==> config.mk <==
export PLATFORM = sky130hd
export DESIGN_NAME = asg_segment_queue
export DESIGN_NICKNAME = d
export VERILOG_FILES = /design/src/rtl/valurap_pkg.sv /design/src/rtl/seg_fifo.sv /design/src/rtl/asg_segment_queue.sv
export SDC_FILE = /design/constraint.sdc
export NUM_CORES = 1
export LEC_CHECK = 0
export BUFFER_PORTS_ARGS = -buffer_cell sky130_fd_sc_hd__buf_2
export CORE_ASPECT_RATIO = 1.5
export CORE_MARGIN = 2
export CORE_UTILIZATION = 33
export DETAILED_ROUTE_END_ITERATION = 8
export GPL_TIMING_DRIVEN = 0
export PLACE_DENSITY = 0.49
export SETUP_SLACK_MARGIN = 0.3
export SYNTH_ARGS = -nofsm -noshare
export SYNTH_HDL_FRONTEND = slang
export SYNTH_HIERARCHICAL = 1
export SYNTH_SLANG_ARGS = --single-unit
==> constraint.sdc <==
create_clock -name clk -period 3.35 [get_ports clk]
set_clock_uncertainty 0.15 [all_clocks]
set_input_delay 0.67 -clock clk [delete_from_list [all_inputs] [get_ports clk]]
set_output_delay 0.67 -clock clk [all_outputs]
set_load 0.02 [all_outputs]
==> src/rtl/valurap_pkg.sv <==
// Shared types and constants for the motion segment queue: entry layout, ctrl bit indices
// and sequencer state encoding.
package valurap_pkg;

  localparam int ENTRY_W = 68;

  localparam int CTRL_SET_STEPS_LIMIT = 0;
  localparam int CTRL_SET_DT_LIMIT    = 1;
  localparam int CTRL_RESET_STEPS     = 2;
  localparam int CTRL_RESET_DT        = 3;

  typedef struct packed {
    logic [3:0]  ctrl;
    logic [31:0] steps;
    logic [31:0] dt;
  } seg_t;

  typedef enum logic [1:0] {
    ST_IDLE = 2'd0,
    ST_LOAD = 2'd1,
    ST_RUN  = 2'd2
  } state_t;

endpackage

==> src/rtl/seg_fifo.sv <==
// Circular segment FIFO; push/pop take effect next cycle, push while full is dropped
// even with a same-cycle pop, flush clears pointers and count and discards a same-cycle push.
module seg_fifo
  import valurap_pkg::*;
#(
  parameter int DEPTH = 4,
  localparam int CW = $clog2(DEPTH) + 1,
  localparam int PW = (DEPTH > 1) ? $clog2(DEPTH) : 1
) (
  input  logic          clk,
  input  logic          rst_n,
  input  logic          flush,
  input  logic          push,
  input  seg_t          push_dat,
  input  logic          pop,
  output seg_t          head_dat,
  output logic [CW-1:0] count,
  output logic          full,
  output logic          empty
);

  seg_t          mem [DEPTH];
  logic [PW-1:0] wr_ptr;
  logic [PW-1:0] rd_ptr;
  logic          wr_ok;
  logic          rd_ok;

  assign full     = (count == CW'(DEPTH));
  assign empty    = (count == '0);
  assign wr_ok    = push & ~full & ~flush;
  assign rd_ok    = pop & ~empty & ~flush;
  assign head_dat = mem[rd_ptr];

  always_ff @(posedge clk) begin
    if (wr_ok) mem[wr_ptr] <= push_dat;
  end

  // DEPTH is a power of two, so pointers wrap naturally at their width
  always_ff @(posedge clk or negedge rst_n) begin
    if (!rst_n) begin
      wr_ptr <= '0;
      rd_ptr <= '0;
      count  <= '0;
    end else if (flush) begin
      wr_ptr <= '0;
      rd_ptr <= '0;
      count  <= '0;
    end else begin
      if (wr_ok) wr_ptr <= wr_ptr + PW'(1);
      if (rd_ok) rd_ptr <= rd_ptr + PW'(1);
      count <= count + CW'(wr_ok) - CW'(rd_ok);
    end
  end

endmodule

==> src/rtl/asg_segment_queue.sv <==
// Queues motion segments and feeds them to the step generator one load strobe at a time;
// asg_load follows start or asg_done by one cycle, and pushes into a full queue are dropped with an overflow pulse.
module asg_segment_queue
  import valurap_pkg::*;
#(
  parameter int DEPTH = 4,
  localparam int CW = $clog2(DEPTH) + 1
) (
  input  logic          clk,
  input  logic          rst_n,
  input  logic [31:0]   seg_dt_val,
  input  logic [31:0]   seg_steps_val,
  input  logic [3:0]    seg_ctrl,
  input  logic          seg_push,
  input  logic          start,
  input  logic          abort,
  input  logic          asg_done,
  input  logic          asg_abort,
  output logic [31:0]   asg_dt_val,
  output logic [31:0]   asg_steps_val,
  output logic [3:0]    asg_ctrl,
  output logic          asg_load,
  output logic [CW-1:0] count,
  output logic          full,
  output logic          empty,
  output logic          busy,
  output logic          seq_done,
  output logic          fault,
  output logic          overflow
);

  state_t state;
  state_t state_nxt;
  seg_t   head_dat;
  logic   pop;
  logic   flush;
  logic   seq_done_nxt;
  logic   fault_nxt;

  seg_fifo #(.DEPTH(DEPTH)) u_fifo (
    .clk      (clk),
    .rst_n    (rst_n),
    .flush    (flush),
    .push     (seg_push),
    .push_dat ('{ctrl: seg_ctrl, steps: seg_steps_val, dt: seg_dt_val}),
    .pop      (pop),
    .head_dat (head_dat),
    .count    (count),
    .full     (full),
    .empty    (empty)
  );

  assign busy = (state != ST_IDLE);

  // The head is popped on the edge that enters LOAD, so it sits in the output registers during LOAD
  always_comb begin
    state_nxt    = state;
    pop          = 1'b0;
    flush        = 1'b0;
    seq_done_nxt = 1'b0;
    fault_nxt    = 1'b0;
    if (abort) begin
      state_nxt = ST_IDLE;
      flush     = 1'b1;
    end else begin
      case (state)
        ST_IDLE: begin
          if (start && !empty) begin
            state_nxt = ST_LOAD;
            pop       = 1'b1;
          end
        end
        ST_LOAD: state_nxt = ST_RUN;
        ST_RUN: begin
          if (asg_abort) begin
            state_nxt = ST_IDLE;
            flush     = 1'b1;
            fault_nxt = 1'b1;
          end else if (asg_done) begin
            if (!empty) begin
              state_nxt = ST_LOAD;
              pop       = 1'b1;
            end else begin
              state_nxt    = ST_IDLE;
              seq_done_nxt = 1'b1;
            end
          end
        end
        default: state_nxt = ST_IDLE;
      endcase
    end
  end

  always_ff @(posedge clk or negedge rst_n) begin
    if (!rst_n) begin
      state         <= ST_IDLE;
      asg_load      <= 1'b0;
      asg_dt_val    <= '0;
      asg_steps_val <= '0;
      asg_ctrl      <= '0;
      seq_done      <= 1'b0;
      fault         <= 1'b0;
      overflow      <= 1'b0;
    end else begin
      state    <= state_nxt;
      asg_load <= pop;
      seq_done <= seq_done_nxt;
      fault    <= fault_nxt;
      overflow <= seg_push & full & ~abort;
      if (pop) begin
        asg_dt_val    <= head_dat.dt;
        asg_steps_val <= head_dat.steps;
        asg_ctrl      <= head_dat.ctrl;
      end
    end
  end

endmodule

# ---- Word-level counts from Yosys, hierarchy flattened
# Memory sizes are Yosys's and may differ from the RTL's. A register that Yosys moved wholly into a read port is not among the register bits.
# Cells that the tools add are included.
dict set report word_totals {
  regBits 13
  ramBits 272
  input_bits 75
  output_inout_bits 78
  word_cells 65
  memories 1
}
dict set report classes {
  addsub 4
  eq_ne 5
  mux 28
  bitwise_logic 10
  reduce_logical 9
}
# memory depth width rd rd_ports_with_merged_regs write_ports line_no
set memory_table {}
lappend memory_table {u_fifo.mem 4 68 1 1 1 seg_fifo.sv:22} ;# seg_t mem [DEPTH];
# cell n
set ops {}
lappend ops {{$mux W1} 17}
lappend ops {{$mux W2} 8}
lappend ops {{$and A1 B1 Y1} 6}
lappend ops {{$pmux W2 S3} 1}
lappend ops {{$reduce_bool A2 Y1} 3}
lappend ops {{$add A2 B1 Y2 const B} 2}
lappend ops {{$ne A4 B4 Y1 const B} 1}
lappend ops {{$not A1 Y1} 4}
lappend ops {{$add A3 B1 Y3} 1}
lappend ops {{$eq A3 B3 Y1 const B} 1}
lappend ops {{$logic_not A3 Y1} 1}
lappend ops {{$mux W3} 1}
lappend ops {{$ne A3 B3 Y1 const B} 1}
lappend ops {{$sub A3 B1 Y3} 1}
lappend ops {{$eq A2 B1 Y1 const B} 1}
lappend ops {{$eq A2 B2 Y1 const B} 1}
lappend ops {{$logic_not A1 Y1} 2}
lappend ops {{$logic_not A2 Y1} 1}
lappend ops {{$pmux W1 S2} 1}
lappend ops {{$reduce_and A2 Y1} 1}
lappend ops {{$logic_and A1 B1 Y1} 1}

# ---- Longest topological paths before layout
# Gate-level depths: netlist of the first run.
dict set report logic_depth {
  ltp_word 10
  mapped_depth 14
  mapped_depth_nobuf 12
}

# ---- Hierarchy
# The synthesis of the first run kept the hierarchy.
# mod n_inst cells_per_inst area_each_um2 seq_area_each_um2
set modules_own_cells {}
lappend modules_own_cells {seg_fifo 1 404 10358.7 8343.0}
lappend modules_own_cells {asg_segment_queue 1 165 2786.4 1851.8}

# ---- Worst setup path before layout of the first run
# Ideal clock, no wire load.
dict set report synth_path {
  path_kind {input to register}
  startpoint {input asg_abort}
  endpoint {memory u_fifo/mem[2][10] (netlist name) (enable)}
  setup_time_ns 0.433
  arrival_ns 3.031
  t_required_ns 2.767
  setup_slack_ns -0.264
  path_stages 4
  cell_sequence {a31o_2 -> clkbuf_1 -> nor3_1 -> and2_1}
}
dict set report synth_via {
  elab_chain_len 7
}
# element line_no
set synth_rtl {}
lappend synth_rtl {{start: declaration} asg_segment_queue.sv:18} ;# input logic asg_abort,
lappend synth_rtl {{$mux W1} asg_segment_queue.sv:75} ;# if (asg_abort) begin
lappend synth_rtl {{$mux W1} asg_segment_queue.sv:66} ;# case (state)
lappend synth_rtl {{$mux W1} asg_segment_queue.sv:62} ;# if (abort) begin
lappend synth_rtl {{$not A1 Y1} seg_fifo.sv:30} ;# assign wr_ok = push & ~full & ~flush;
lappend synth_rtl {{$and A1 B1 Y1} seg_fifo.sv:30}
lappend synth_rtl {{$mux W1} seg_fifo.sv:35} ;# if (wr_ok) mem[wr_ptr] <= push_dat;
lappend synth_rtl {{$mux W1 (implied by the code)} seg_fifo.sv:35}
lappend synth_rtl {{end: declaration} seg_fifo.sv:22}
# Every way passes these cells.

# ---- Final worst setup path of the first run
dict set report layout_path {
  startpoint {register state[1]}
  endpoint {register u_fifo.count[2]}
}
dict set report layout_via {
  elab_chain_len 8
  elab_cells_between_ends 13
}
# element line_no
set layout_rtl {}
lappend layout_rtl {{start: declaration} asg_segment_queue.sv:32} ;# state_t state;
lappend layout_rtl {{start signal: assignment} asg_segment_queue.sv:105} ;# state <= state_nxt;
lappend layout_rtl {{$eq A2 B2 Y1 (*)} asg_segment_queue.sv:66}
lappend layout_rtl {{$mux W1 (*)} asg_segment_queue.sv:66}
lappend layout_rtl {{$mux W1 (*)} asg_segment_queue.sv:62}
lappend layout_rtl {{named net flush} asg_segment_queue.sv:36} ;# logic flush;
lappend layout_rtl {{$not A1 Y1} {seg_fifo.sv:30, seg_fifo.sv:31}}
lappend layout_rtl {{$and A1 B1 Y1} seg_fifo.sv:30}
lappend layout_rtl {{$add A3 B1 Y3} seg_fifo.sv:51} ;# count <= count + CW'(wr_ok) - CW'(rd_ok);
lappend layout_rtl {{$sub A3 B1 Y3} seg_fifo.sv:51}
lappend layout_rtl {{$mux W3 (*)} seg_fifo.sv:44} ;# end else if (flush) begin
lappend layout_rtl {{end signal: assignment} seg_fifo.sv:51}
lappend layout_rtl {{end: declaration} seg_fifo.sv:17} ;# output logic [CW-1:0] count,
# The timed path passes the listed nets; every way through them passes the cells marked *.
# A chain may end at the register's enable or synchronous reset.

==> results of run 1 <==
==> timing repair <==
item                       in CTS  in global routing
resized for setup               8                  3
hold buffers                    1                  0
setup endpoints to repair     131                 73
hold endpoints to repair       26                  0
gates cloned                    0                  2
pin swaps                       6                  5
setup buffers                   6                  3
==> cells by family after synthesis <==
logic type / after synthesis / synth area share [%]
adders and majority gates: 7 / 0.723
DFF: 353 / 77.6
muxes: 138 / 17.6
buffers and inverters: 32 / 2.07
AOI/OAI and AO/OA: 7 / 0.543
xor gates and xnor gates: 3 / 0.200
and+or+nand+nor: 29 / 1.29
==> cells in the final DEF (no fill, tap or decap), types with 4 or more instances in the layout <==
| cell | count |
|---|---|
| inv_1 | 7 |
| nor2_1 | 8 |
| buf_4 | 11 |
| dfrtp_2 | 4 |
| buf_12 | 9 |
| and2_4 | 4 |
| mux2_2 | 59 |
| ha_1 | 6 |
| dfrtp_1 | 77 |
| edfxtp_1 | 272 |
| clkbuf_16 | 38 |
| buf_2 | 163 |
| clkbuf_8 | 8 |
| mux4_2 | 68 |
| buf_16 | 4 |
| mux2_1 | 9 |
| clkbuf_1 | 15 |
==> metal layers <==
layer	vias to the layer above	part of all wire (%)	GRT usage, %
met5	-	0.14	0
met1	3262	37	14.7
met3	47	4.1	3.02
met4	6	2.6	5.57
met2	122	56	25.9
li1	2731	-	-
==> area by class of cell <==
cell class              count  area (um^2)  share of cell area [%]
well taps                 500          626                    3.89
multi-input cells         186         2750                    17.1
flip-flops and latches    353        10200                    63.5
inverters                   7         26.3                   0.163
diodes                      3         7.51                  0.0467
repair buffers            167          971                    6.04
clock inverters             6          119                   0.740
clock buffers              60         1110                    6.93
plain buffers              25          259                    1.61
==> sequential cells by signal, summed over array words and instances (netlist names), 2 cells and up <==
| name | cells |
|---|---|
| u_fifo/mem | 272 |
| asg_dt_val | 32 |
| asg_steps_val | 32 |
| asg_ctrl | 4 |
| u_fifo/count | 3 |
| state | 2 |
| u_fifo/rd_ptr | 2 |
| u_fifo/wr_ptr | 2 |
==> per-stage QoR <==
| step | setup WS (ns) | total power [mW] |
|---|---|---|
| final | 0.344 | 11.6 |
| after global routing | 0.191 | 12.1 |
| after CTS | 0.283 | 11.8 |
| after detailed placement | -0.867 | 7.59 |
| after global placement | -0.787 | 7.52 |
| after floorplan | 0.0695 | 6.74 |
==> worst max-delay path by stage <==
stage	end	slack, ns	cells past startpoint
after global routing	u_fifo/count[2]$_DFF_PN0_	0.19	14
after CTS	u_fifo/count[2]$_DFF_PN0_	0.28	14
after floorplan	u_fifo/count[2]$_DFF_PN0_	0.07	14
after global placement	u_fifo/count[2]$_DFF_PN0_	-0.79	15
final	u_fifo/count[2]$_DFF_PN0_	0.34	14
after detailed placement	u_fifo/count[2]$_DFF_PN0_	-0.87	15
==> report_power, final <==
part	switching, mW	leakage (nW)	total (mW)	internal (mW)
Combinational	1.13	1.68	1.93	0.793
Clock	1.60	0.596	4.11	2.50
Sequential	0.269	3.46	5.55	5.28
Total	3.00	5.74	11.6	8.57
==> summary.md, run 1 <==
| Metric | Value |
|---|---|
| Status | finished clean |
| Initial DRC count | 310 |
| RSZ-0062 raised after global routing | true |
| P_leak | 5.74 nW |
| Final net count | 858 |
| Final instance area | 16100 um^2 |
| WL/cell | 21.7 um |
| Final hold vios | 0 |
| Most instantiated cells after synthesis | edfxtp_1 (272), dfrtp_1 (81), mux4_2 (68), mux2_2 (59), buf_2 (12) |
| Post-DP Area | 14700 um^2 |
| Fill cells | 3526 |
| Max VDD drop | 0.405 mV |
| Root buf cell | clkbuf_16 |
| First drt pass iteration count | 4 |
| Area grow syn2layout | 22.3% |
| Total core area | 39300 um^2 |
| Drc violations | 0 |
| Ratio of cells with drive above 1 in the final layout | 48.4% |
| Syn_nets | 651 |
| Period minus WS final | 3.01 ns |
| Number of flops mapped to enable cells by yosys | 272 |
| Most frequent cell after synthesis | edfxtp_1 |
| Worst hold slack | 0.202 ns |
| Setup TNS Final | 0 ns |
| Setup crit end kind | flop |
| First-pass GRT wire length | 42800 um |
| Post-Syn Area per Cell | 23.1 um^2 |
| Largest area contributor in the netlist | edfxtp_1 |
| Critical-path cell list | buf_4 -> buf_4 -> a31o_2 -> clkbuf_1 -> nor3_4 -> inv_1 -> ha_1 -> inv_1 -> ha_1 -> inv_1 -> fa_2 -> xor2_2 -> and2_1 -> nor3_1 |
| Top FF cell, synth | edfxtp_1 |
| CP max stage cell | dfrtp_2 |
| Worst R2R Setup Slack | 0.34 ns |
| Vias per cell | 4.72 |
| Pin count of the biggest net entering global routing | 56 |
| Hold Crit Start | seg_ctrl[1] |
| Slowest stage delay, CP | 0.43 ns |
| Max cap viols | 0 |
| Synth warnings | 6 |
| HPWL after DPL | 17500 um |
| Worst Path Required | 3.64 ns |
| Core Util, Final | 40.9% |
| Initial antenna violation count | 6 |
| Final Setup Violations | 0 |
| Clock Pin Slew Worst Setup and Hold Paths | 0.06 ns |
| Critical path type | flop to flop |
| FF+latch count, synth | 353 |
| Clock Latency Late Sink | 0.53 ns |
| Total I/O pin count | 153 |
| Fmax | 0.333 GHz |
| CP delay by family, top | adder cells |
| Critical R2R Launch | state[1]$_DFFE_PN0P_ |
| Routability cong. | 0.712 |
| Pwr/cell area | 720 nW/um^2 |
| CTS Buf Count | 36 |
| Post-synthesis sequential area ratio | 77.6% |
| Reg-to-Reg End | u_fifo/count[2]$_DFF_PN0_ |
| Critical path launch point type | flop |
| Async set-reset flop share out of synthesis | 22.9% |
| Share of the synthesized area in the top cell type | 62.1% |
| Via count | 6168 |
| CTS Sinks | 353 |
| Mapped Area | 13100 um^2 |
| Die ar. | 41500 um^2 |
| CTS tree | done |
| Worst hold endpoint | u_fifo/mem[2][65]$_DFFE_PP_ |
| Post-Layout Cell Count | 1307 |
| Slew Limit Fails | 0 |
| CP max FO | 10 |
| GRT Overall Usage | 13.8% |
| Die X | 167 um |
| DP Cell Count | 1226 |
| Top cell by count, worst path | inv_1 |
| Bufs and invs on worst path | 6 |
| Initial core utilization | 33.4% |
| Crit path DAT | 3.30 ns |
| Worst r2r path cells | 14 |
| Tcrit/Tclk final | 89.7% |
| Routed Antenna Nets | 0 |
| CTS Buffer Depth | 3 |
| Core Rows | 89 |
| Area contributors post-synth | edfxtp_1 (62%), dfrtp_1 (15%), mux4_2 (12%), mux2_2 (5.1%), buf_12 (1.1%) |
| Hold Path Depth | 1 |
| Die height | 248 um |
| Class of the worst hold path | input port to flop |
| Critical Path Source | state[1]$_DFFE_PN0P_ |
| Remaining Overflow, GRT | 0 |
| Vias in the first global route | 6988 |
| # H-tree levels | 2 |
| Synth Instances | 569 |
| Port Buffers | 152 |
| Final wirelength | 28400 um |
| Max-Slew Margin vs Limit | 53.3% |
| Tightest Pin Transition | 0.700 ns |
| Unique cell type count in the Yosys netlist | 34 |
No activity file was read; power rests on OpenSTA's default activity.
==> run 2: changes to the inputs <==
--- a/config.mk
+++ b/config.mk
@@ -6,12 +6,14 @@
 export NUM_CORES = 1
 export LEC_CHECK = 0
 export BUFFER_PORTS_ARGS = -buffer_cell sky130_fd_sc_hd__buf_2
+export CELL_PAD_IN_SITES_DETAIL_PLACEMENT = 0
+export CELL_PAD_IN_SITES_GLOBAL_PLACEMENT = 1
 export CORE_ASPECT_RATIO = 1.5
 export CORE_MARGIN = 2
 export CORE_UTILIZATION = 33
 export DETAILED_ROUTE_END_ITERATION = 8
 export GPL_TIMING_DRIVEN = 0
-export PLACE_DENSITY = 0.49
+export PLACE_DENSITY = 0.52
 export SETUP_SLACK_MARGIN = 0.3
 export SYNTH_ARGS = -nofsm -noshare
 export SYNTH_HDL_FRONTEND = slang
==> constraint.sdc (replaced) <==
create_clock -name clk -period 3.9 [get_ports clk]
set_clock_uncertainty 0.15 [all_clocks]
set_input_delay 0.78 -clock clk [delete_from_list [all_inputs] [get_ports clk]]
set_output_delay 0.78 -clock clk [all_outputs]
set_load 0.02 [all_outputs]
==> run 2 against run 1 <==
Global-route usage up 0.10 points; critical path depth increased by 1; maximum frequency fell by 10%; sequential share of layout area increased by 0.71 points; clock-buffer cell count decreased by 15; critical endpoint unchanged; cell count fell by 1.1%; critical path type unchanged; register-to-register slack improved by 0.21 ns; sequential power fell by 14%.
==> summary.md, run 2 (synthesis gave the netlist of run 1 again) <==
| Metric | Value |
|---|---|
| First-pass GRT wire length | 43200 um (+0.84%) |
| Power share of the combinational group | 16.7% (about the same) |
| Remaining Overflow, GRT | 0 (unchanged) |
| Core Rows | 89 (unchanged) |
| Bufs and invs on worst path | 5 (-1) |
| Critical path launch point type | flop |
| Pin count of the biggest net entering global routing | 53 (-5.4%) |
| Pwr/cell area | 618 nW/um^2 (-14%) |
| Int Pwr | 7.26 mW (-15%) |
| Slew Limit Fails | 0 (unchanged) |
| CTS Sinks | 353 (unchanged) |
| Register share of total power | 48.4% (+0.5 points) |
| DR WL met3 | 1390 um (+18%) |
| Initial antenna violation count | 1 (-5) |
| Tcrit/Tclk final | 85.8% (-4.0 points) |
| Core Util, Final | 40.4% (-0.46 points) |
| DP Cell Count | 1226 (unchanged) |
| Slowest stage delay, CP | 0.45 ns (+0.02 ns) |
| Top sig layer | met5 |
| Worst R2R Setup Slack | 0.56 ns (+0.21 ns) |
| Max VDD drop | 0.430 mV (+5.9%) |
| Status | finished clean |
| Largest register FFs | 272 (unchanged) |
| Routed Antenna Nets | 0 (unchanged) |
| Post-Layout Cell Count | 1292 (-1.1%) |
| P_sw | 2.57 mW (-15%) |
| Final wirelength | 28400 um (+0.23%) |
| Clock Pin Slew Worst Setup and Hold Paths | 0.06 ns (about the same) |
| Routability cong. | 0.730 (+2.5%) |
| RSZ-0062 raised after global routing | false |
| P_leak | 5.67 nW (-1.0%) |
| Critical R2R Launch | state[1]$_DFFE_PN0P_ |
| Worst r2r path cells | 15 (+1) |
| Via count | 6149 (-0.31%) |
| Commonest cells after routing, fill and taps aside | edfxtp_1 (272), buf_2 (163), dfrtp_1 (80) |
| Ant. Diodes | 0 (-3) |
| WL met2 | 16100 um (+0.44%) |
| Die X | 167 um (unchanged) |
| Tightest Pin Transition | 0.725 ns (+0.0246 ns) |
| Critical-path cell list | nand2b_4 -> a2111oi_4 -> buf_4 -> buf_6 -> buf_8 -> o31ai_1 -> nor2_1 -> ha_1 -> inv_1 -> ha_1 -> inv_1 -> fa_1 -> xor2_1 -> and2_1 -> nor3_1 |
| Clock Power Share | 34.9% (-0.6 points) |
| Final instance area | 15900 um^2 (-1.1%) |
| Final hold vios | 0 (unchanged) |
| Crit path DAT | 3.62 ns (+0.32 ns) |
| Setup crit end kind | flop |
| Period minus WS final | 3.34 ns (+0.339 ns) |
| Register with the most flip-flops | u_fifo/mem |
| Initial DRC count | 274 (-12%) |
| Total core area | 39300 um^2 (unchanged) |
| Top flop regs | u_fifo/mem (272), asg_dt_val (32), asg_steps_val (32) |
| # H-tree levels | 2 (unchanged) |
| Die ar. | 41500 um^2 (unchanged) |
| Vias in the first global route | 7098 (+1.6%) |
| WL/cell | 22.0 um (+1.4%) |
| Clock Latency Late Sink | 0.52 ns (about the same) |
| CTS Buffer Depth | 3 (unchanged) |
| Met1 WL | 10200 um (-1.4%) |
| Ratio of cells with drive above 1 in the final layout | 47.0% (-1.4 points) |
| CP delay by family, top | adder cells |
| Switching fraction of total power | 26.1% (+0.19 points) |
| Port Buffers | 152 (unchanged) |
| Reg-to-Reg End | u_fifo/count[2]$_DFF_PN0_ |
| Class of the worst hold path | input port to asynchronous set/reset pin |
| HPWL after DPL | 17800 um (+1.5%) |
| Worst Path Required | 4.17 ns (+0.53 ns) |
| CTS Buf Count | 36 (unchanged) |
| Total I/O pin count | 153 (unchanged) |
| GRT Overall Usage | 13.9% (+0.10 points) |
| CTS tree | done |
| Fmax | 0.299 GHz (-10%) |
| Vias per cell | 4.76 (+0.85%) |
| Final Setup Violations | 0 (unchanged) |
| Root buf cell | clkbuf_16 |
| Hold_buf cts | 0 (-1) |
| Drc violations | 0 (unchanged) |
| First drt pass iteration count | 4 (unchanged) |
| Die height | 248 um (unchanged) |
| Max cap viols | 0 (unchanged) |
| CP max stage cell | dfrtp_2 |
| Area grow syn2layout | 20.9% |
| Critical path type | flop to flop |
| CP max FO | 12 (+2) |
| Initial core utilization | 33.4% (unchanged) |
| Final net count | 848 (-1.2%) |
| Commonest non-fill, non-tap cell in the layout | edfxtp_1 |
| Max-Slew Margin vs Limit | 51.7% (-1.6 points) |
| Post-DP Area | 14700 um^2 (-0.14%) |
## run 2: cell count changes in the layout (fill, tap and decap cells not counted), sizes merged
cell,change
buf,-7
dlygate4sd3,-1
clkinv,+13
bufinv,+1
and2,-2
clkbuf,-15
clkinvlp,-1
diode,-3
## run 2: what timing repair did
| item | in CTS | in global routing |
|---|---|---|
| pin swaps | 1 | 0 |
| endpoints found under the setup margin | 2 | 1 |
| gates resized for setup | 0 | 6 |
| buffers inserted | 2 | 0 |
## run 2: layer usage
layer / vias up / track usage [%]
met2: 141 / 27.1
li1: 2697 / -
met3: 41 / 3.04
met5: - / 0
met4: 2 / 4.53
met1: 3268 / 14.4
## run 2: worst max-delay path by stage
stage                                          from                         to  slack, ns  cells after the start
after global placement                    asg_abort  u_fifo/count[2]$_DFF_PN0_      -0.45                     15
final                          state[1]$_DFFE_PN0P_  u_fifo/count[2]$_DFF_PN0_       0.56                     15
after detailed placement                  asg_abort  u_fifo/count[2]$_DFF_PN0_      -0.57                     15
after floorplan           u_fifo/count[1]$_DFF_PN0_  u_fifo/count[2]$_DFF_PN0_       0.41                     14
after CTS                 u_fifo/count[1]$_DFF_PN0_  u_fifo/count[2]$_DFF_PN0_       0.32                     15
after global routing           state[0]$_DFFE_PN0P_  u_fifo/count[2]$_DFF_PN0_       0.30                     14
## run 2: stage by stage
step | total power, mW | setup slack [ns] | hold slack, ns | TNS, ns
5_1_grt | 10.2 | 0.300 | 0.0869 | 0
2_1_floorplan | 5.78 | 0.408 | 0.334 | 0
4_1_cts | 10.0 | 0.317 | 0.0667 | 0
3_3_place_gp | 6.45 | -0.446 | 0.320 | -69.76
6_report | 9.82 | 0.556 | 0.0704 | 0
3_5_place_dp | 6.52 | -0.571 | 0.324 | -0.872
## run 2: area by class of cell
cell class / instances / area [um^2]
buffer: 25 / 253
clock buffer: 45 / 986
clock inverter: 19 / 189
fill: 3536 / 23400
inverter: 7 / 26.3
multi-input combinational: 184 / 2710
sequential: 353 / 10200
tap: 500 / 626
timing repair buffer: 159 / 908
## run 2: power groups by stage
stage | Sequential [mW] | Combinational [mW] | Clock [mW]
finish | 4.75 | 1.64 | 3.43
CTS | 4.77 | 1.68 | 3.55
global route | 4.81 | 1.76 | 3.68
detailed placement | 4.84 | 1.68 | 0
floorplan | 5.25 | 0.538 | 0
global placement | 4.83 | 1.62 | 0
==> run 3: changes to the inputs <==
--- a/config.mk
+++ b/config.mk
@@ -13,6 +13,7 @@
 export CORE_UTILIZATION = 33
 export DETAILED_ROUTE_END_ITERATION = 8
 export GPL_TIMING_DRIVEN = 0
+export MAX_ROUTING_LAYER = met4
 export PLACE_DENSITY = 0.52
 export SETUP_SLACK_MARGIN = 0.3
 export SYNTH_ARGS = -nofsm -noshare
==> constraint.sdc (replaced) <==
create_clock -name clk -period 4.3 [get_ports clk]
set_clock_uncertainty 0.15 [all_clocks]
set_input_delay 0.86 -clock clk [delete_from_list [all_inputs] [get_ports clk]]
set_output_delay 0.86 -clock clk [all_outputs]
set_load 0.02 [all_outputs]
==> run 3 against run 2 <==
Sequential power decreased by 9.3%; wire length is 1.8% lower; via count did not move; clock-buffer cell count rose by 5; sequential share of layout area increased by 0.21 points; non-clock buffer count decreased by 1; core utilization down 0.14 points.
==> summary.md, run 3 (synthesis gave the netlist of run 1 again) <==
| Metric | Value |
|---|---|
| Final Setup Violations | 0 (unchanged) |
| Top flop regs | u_fifo/mem (272), asg_dt_val (32), asg_steps_val (32) |
| Clock Latency Late Sink | 0.52 ns (about the same) |
| Vias in the first global route | 7137 (+0.55%) |
| Slew Limit Fails | 0 (unchanged) |
| Root buf cell | clkbuf_16 |
| Area grow syn2layout | 20.5% |
| Ratio of cells with drive above 1 in the final layout | 46.3% (-0.70 points) |
| Worst R2R Setup Slack | 0.80 ns (+0.24 ns) |
| CTS tree | done |
| Setup TNS Final | 0 ns (unchanged) |
| WP depth | 16 (+1) |
| Initial antenna violation count | 5 (+4) |
| Bufs and invs on worst path | 6 (+1) |
| P_leak | 5.64 nW (-0.56%) |
| Max-Slew Margin vs Limit | 55.1% (+3.5 points) |
| Hold_buf cts | 0 (unchanged) |
| HPWL after DPL | 17300 um (-2.7%) |
| CTS Buf Count | 36 (unchanged) |
| Critical path type | input port to flop |
| CP delay by family, top | buffers and inverters |
| Max VDD drop | 0.327 mV (-24%) |
| Vias per cell | 4.74 (-0.31%) |
| CP endpoint | u_fifo/count[2]$_DFF_PN0_ |
| Class of the worst hold path | input port to asynchronous set/reset pin |
| Period minus WS final | 3.55 ns |
| Drc violations | 0 (unchanged) |
| Final hold vios | 0 (unchanged) |
| Critical path launch point type | input port |
| Reg-to-Reg End | u_fifo/count[2]$_DFF_PN0_ |
| RSZ-0062 raised after global routing | false |
| Critical R2R Launch | u_fifo/count[1]$_DFF_PN0_ |
| CTS Sinks | 353 (unchanged) |
| Slowest stage delay, CP | 0.44 ns (about the same) |
| Total I/O pin count | 153 (unchanged) |
| Final net count | 847 (-0.12%) |
| Port Buffers | 152 (unchanged) |
| Die ar. | 41500 um^2 (unchanged) |
| Register with the most flip-flops | u_fifo/mem |
| Initial DRC count | 320 (+17%) |
| Max cap viols | 0 (unchanged) |
| Largest register FFs | 272 (unchanged) |
| Die X | 167 um (unchanged) |
| Crit path DAT | 3.84 ns (+0.22 ns) |
| GRT Overall Usage | 14.1% (+0.19 points) |
| # H-tree levels | 2 (unchanged) |
| Total core area | 39300 um^2 (unchanged) |
| Fill cells | 3546 (+0.28%) |
| Via count | 6149 (unchanged) |
| Initial core utilization | 33.4% (unchanged) |
| Setup ws final | 0.748 ns (+0.192 ns) |
| Pin count of the biggest net entering global routing | 47 (-11%) |
| CP max FO | 12 (unchanged) |
| Status | finished clean |
| Critical-path cell list | buf_2 -> nand3b_1 -> a2111oi_4 -> buf_12 -> buf_4 -> buf_6 -> o31ai_1 -> nor2_1 -> ha_1 -> inv_1 -> ha_1 -> inv_1 -> fa_1 -> xor2_1 -> and2_1 -> nor3_1 |
| First-pass GRT wire length | 42600 um (-1.3%) |
| Fmax | 0.282 GHz |
| Routed Antenna Nets | 0 (unchanged) |
| Final wirelength | 27900 um (-1.8%) |
| Worst r2r path cells | 15 (unchanged) |
| Routability cong. | 0.751 (+2.9%) |
| Worst Path Required | 4.58 ns (+0.41 ns) |
| Die height | 248 um (unchanged) |
| First drt pass iteration count | 4 (unchanged) |
| Critical Path Source | asg_abort |
| Core Rows | 89 (unchanged) |
| WL/cell | 21.5 um (-2.1%) |
| Remaining Overflow, GRT | 0 (unchanged) |
| Commonest non-fill, non-tap cell in the layout | edfxtp_1 |
| Setup crit end kind | flop |
| Commonest cells after routing, fill and taps aside | edfxtp_1 (272), buf_2 (163), dfrtp_1 (81) |
| CP max stage cell | a2111oi_4 |
| Pwr/cell area | 555 nW/um^2 (-10%) |
| CTS Buffer Depth | 3 (unchanged) |
| Worst slack at placement | -0.177 ns (+0.395 ns) |
| Clock Pin Slew Worst Setup and Hold Paths | 0.06 ns (about the same) |
| Tcrit/Tclk final | 82.6% |
| Tightest Pin Transition | 0.673 ns (-0.0518 ns) |
## run 3: cell count changes in the layout (fill, tap and decap cells not counted), moves of 2 or more
cell,delta
clkinv_1,-4
nor3_1,+2
clkbuf_1,+5
nor3_2,-2
diode_2,+5
bufinv_16,-2
## run 3: how the worst min path moves through the flow
stage                                   from                            end  slack (ns)  cells after the start
2_1_floorplan                          rst_n        asg_ctrl[0]$_DFFE_PN0P_        0.41                      0
3_3_place_gp   asg_steps_val[16]$_DFFE_PN0P_  asg_steps_val[16]$_DFFE_PN0P_        0.32                      1
3_5_place_dp   asg_steps_val[18]$_DFFE_PN0P_  asg_steps_val[18]$_DFFE_PN0P_        0.33                      1
4_1_cts                                rst_n  asg_steps_val[14]$_DFFE_PN0P_        0.23                      1
5_1_grt                                rst_n  asg_steps_val[14]$_DFFE_PN0P_        0.25                      1
6_report                               rst_n      asg_dt_val[8]$_DFFE_PN0P_        0.22                      1
## run 3: final cells by class
| type | instances | area, um^2 | share of cell area, % |
|---|---|---|---|
| Clock buffer | 50 | 1000 | 6.34 |
| Antenna cell | 5 | 12.5 | 0.0790 |
| Multi-Input combinational cell | 184 | 2690 | 17.0 |
| Inverter | 7 | 26.3 | 0.166 |
| Sequential cell | 353 | 10200 | 64.4 |
| Tap cell | 500 | 626 | 3.95 |
| Buffer | 25 | 245 | 1.55 |
| Clock inverter | 14 | 118 | 0.743 |
| Timing Repair Buffer | 158 | 921 | 5.81 |
## run 3: per-stage QoR
stage,cell area [um^2],hold WS (ns),std cells,utilization (%),power [mW]
2_1_floorplan,13100,0.405,569,-,5.25
5_1_grt,15800,0.247,1296,40.3,9.17
6_report,15800,0.224,1296,40.3,8.78
3_3_place_gp,14500,0.321,1221,37.0,5.86
4_1_cts,15800,0.230,1290,40.2,8.94
3_5_place_dp,14700,0.329,1226,37.3,5.90
## run 3: worst reg2reg max path, delay by kind of cell (launching register included)
family,cells,cell delay (ns)
simple gates,4,0.91
fa+ha+maj,3,0.81
buf+inv,5,0.68
flops,1,0.48
compound gates,2,0.23
xor+xnor,1,0.16
## run 3: power breakdown
part	internal [mW]	switching (mW)	total (mW)
sequential	4.11	0.203	4.31
combinational	0.608	0.868	1.48
clock	1.75	1.24	2.99
total	6.47	2.31	8.78
## run 3: routing by layer
metal	vias to the layer above	share of wire (%)	global-route usage (%)
li1	2711	-	-
met1	3265	38	14.8
met2	134	55	25.7
met3	39	5.2	3.34
met4	0	2.3	4.46
met5	-	0	-
## run 3: timing repair
item / 4_1_cts / 5_1_grt
setup buffers: 0 / 1
endpoints found under the setup margin: 0 / 1
gates resized for setup: 0 / 0
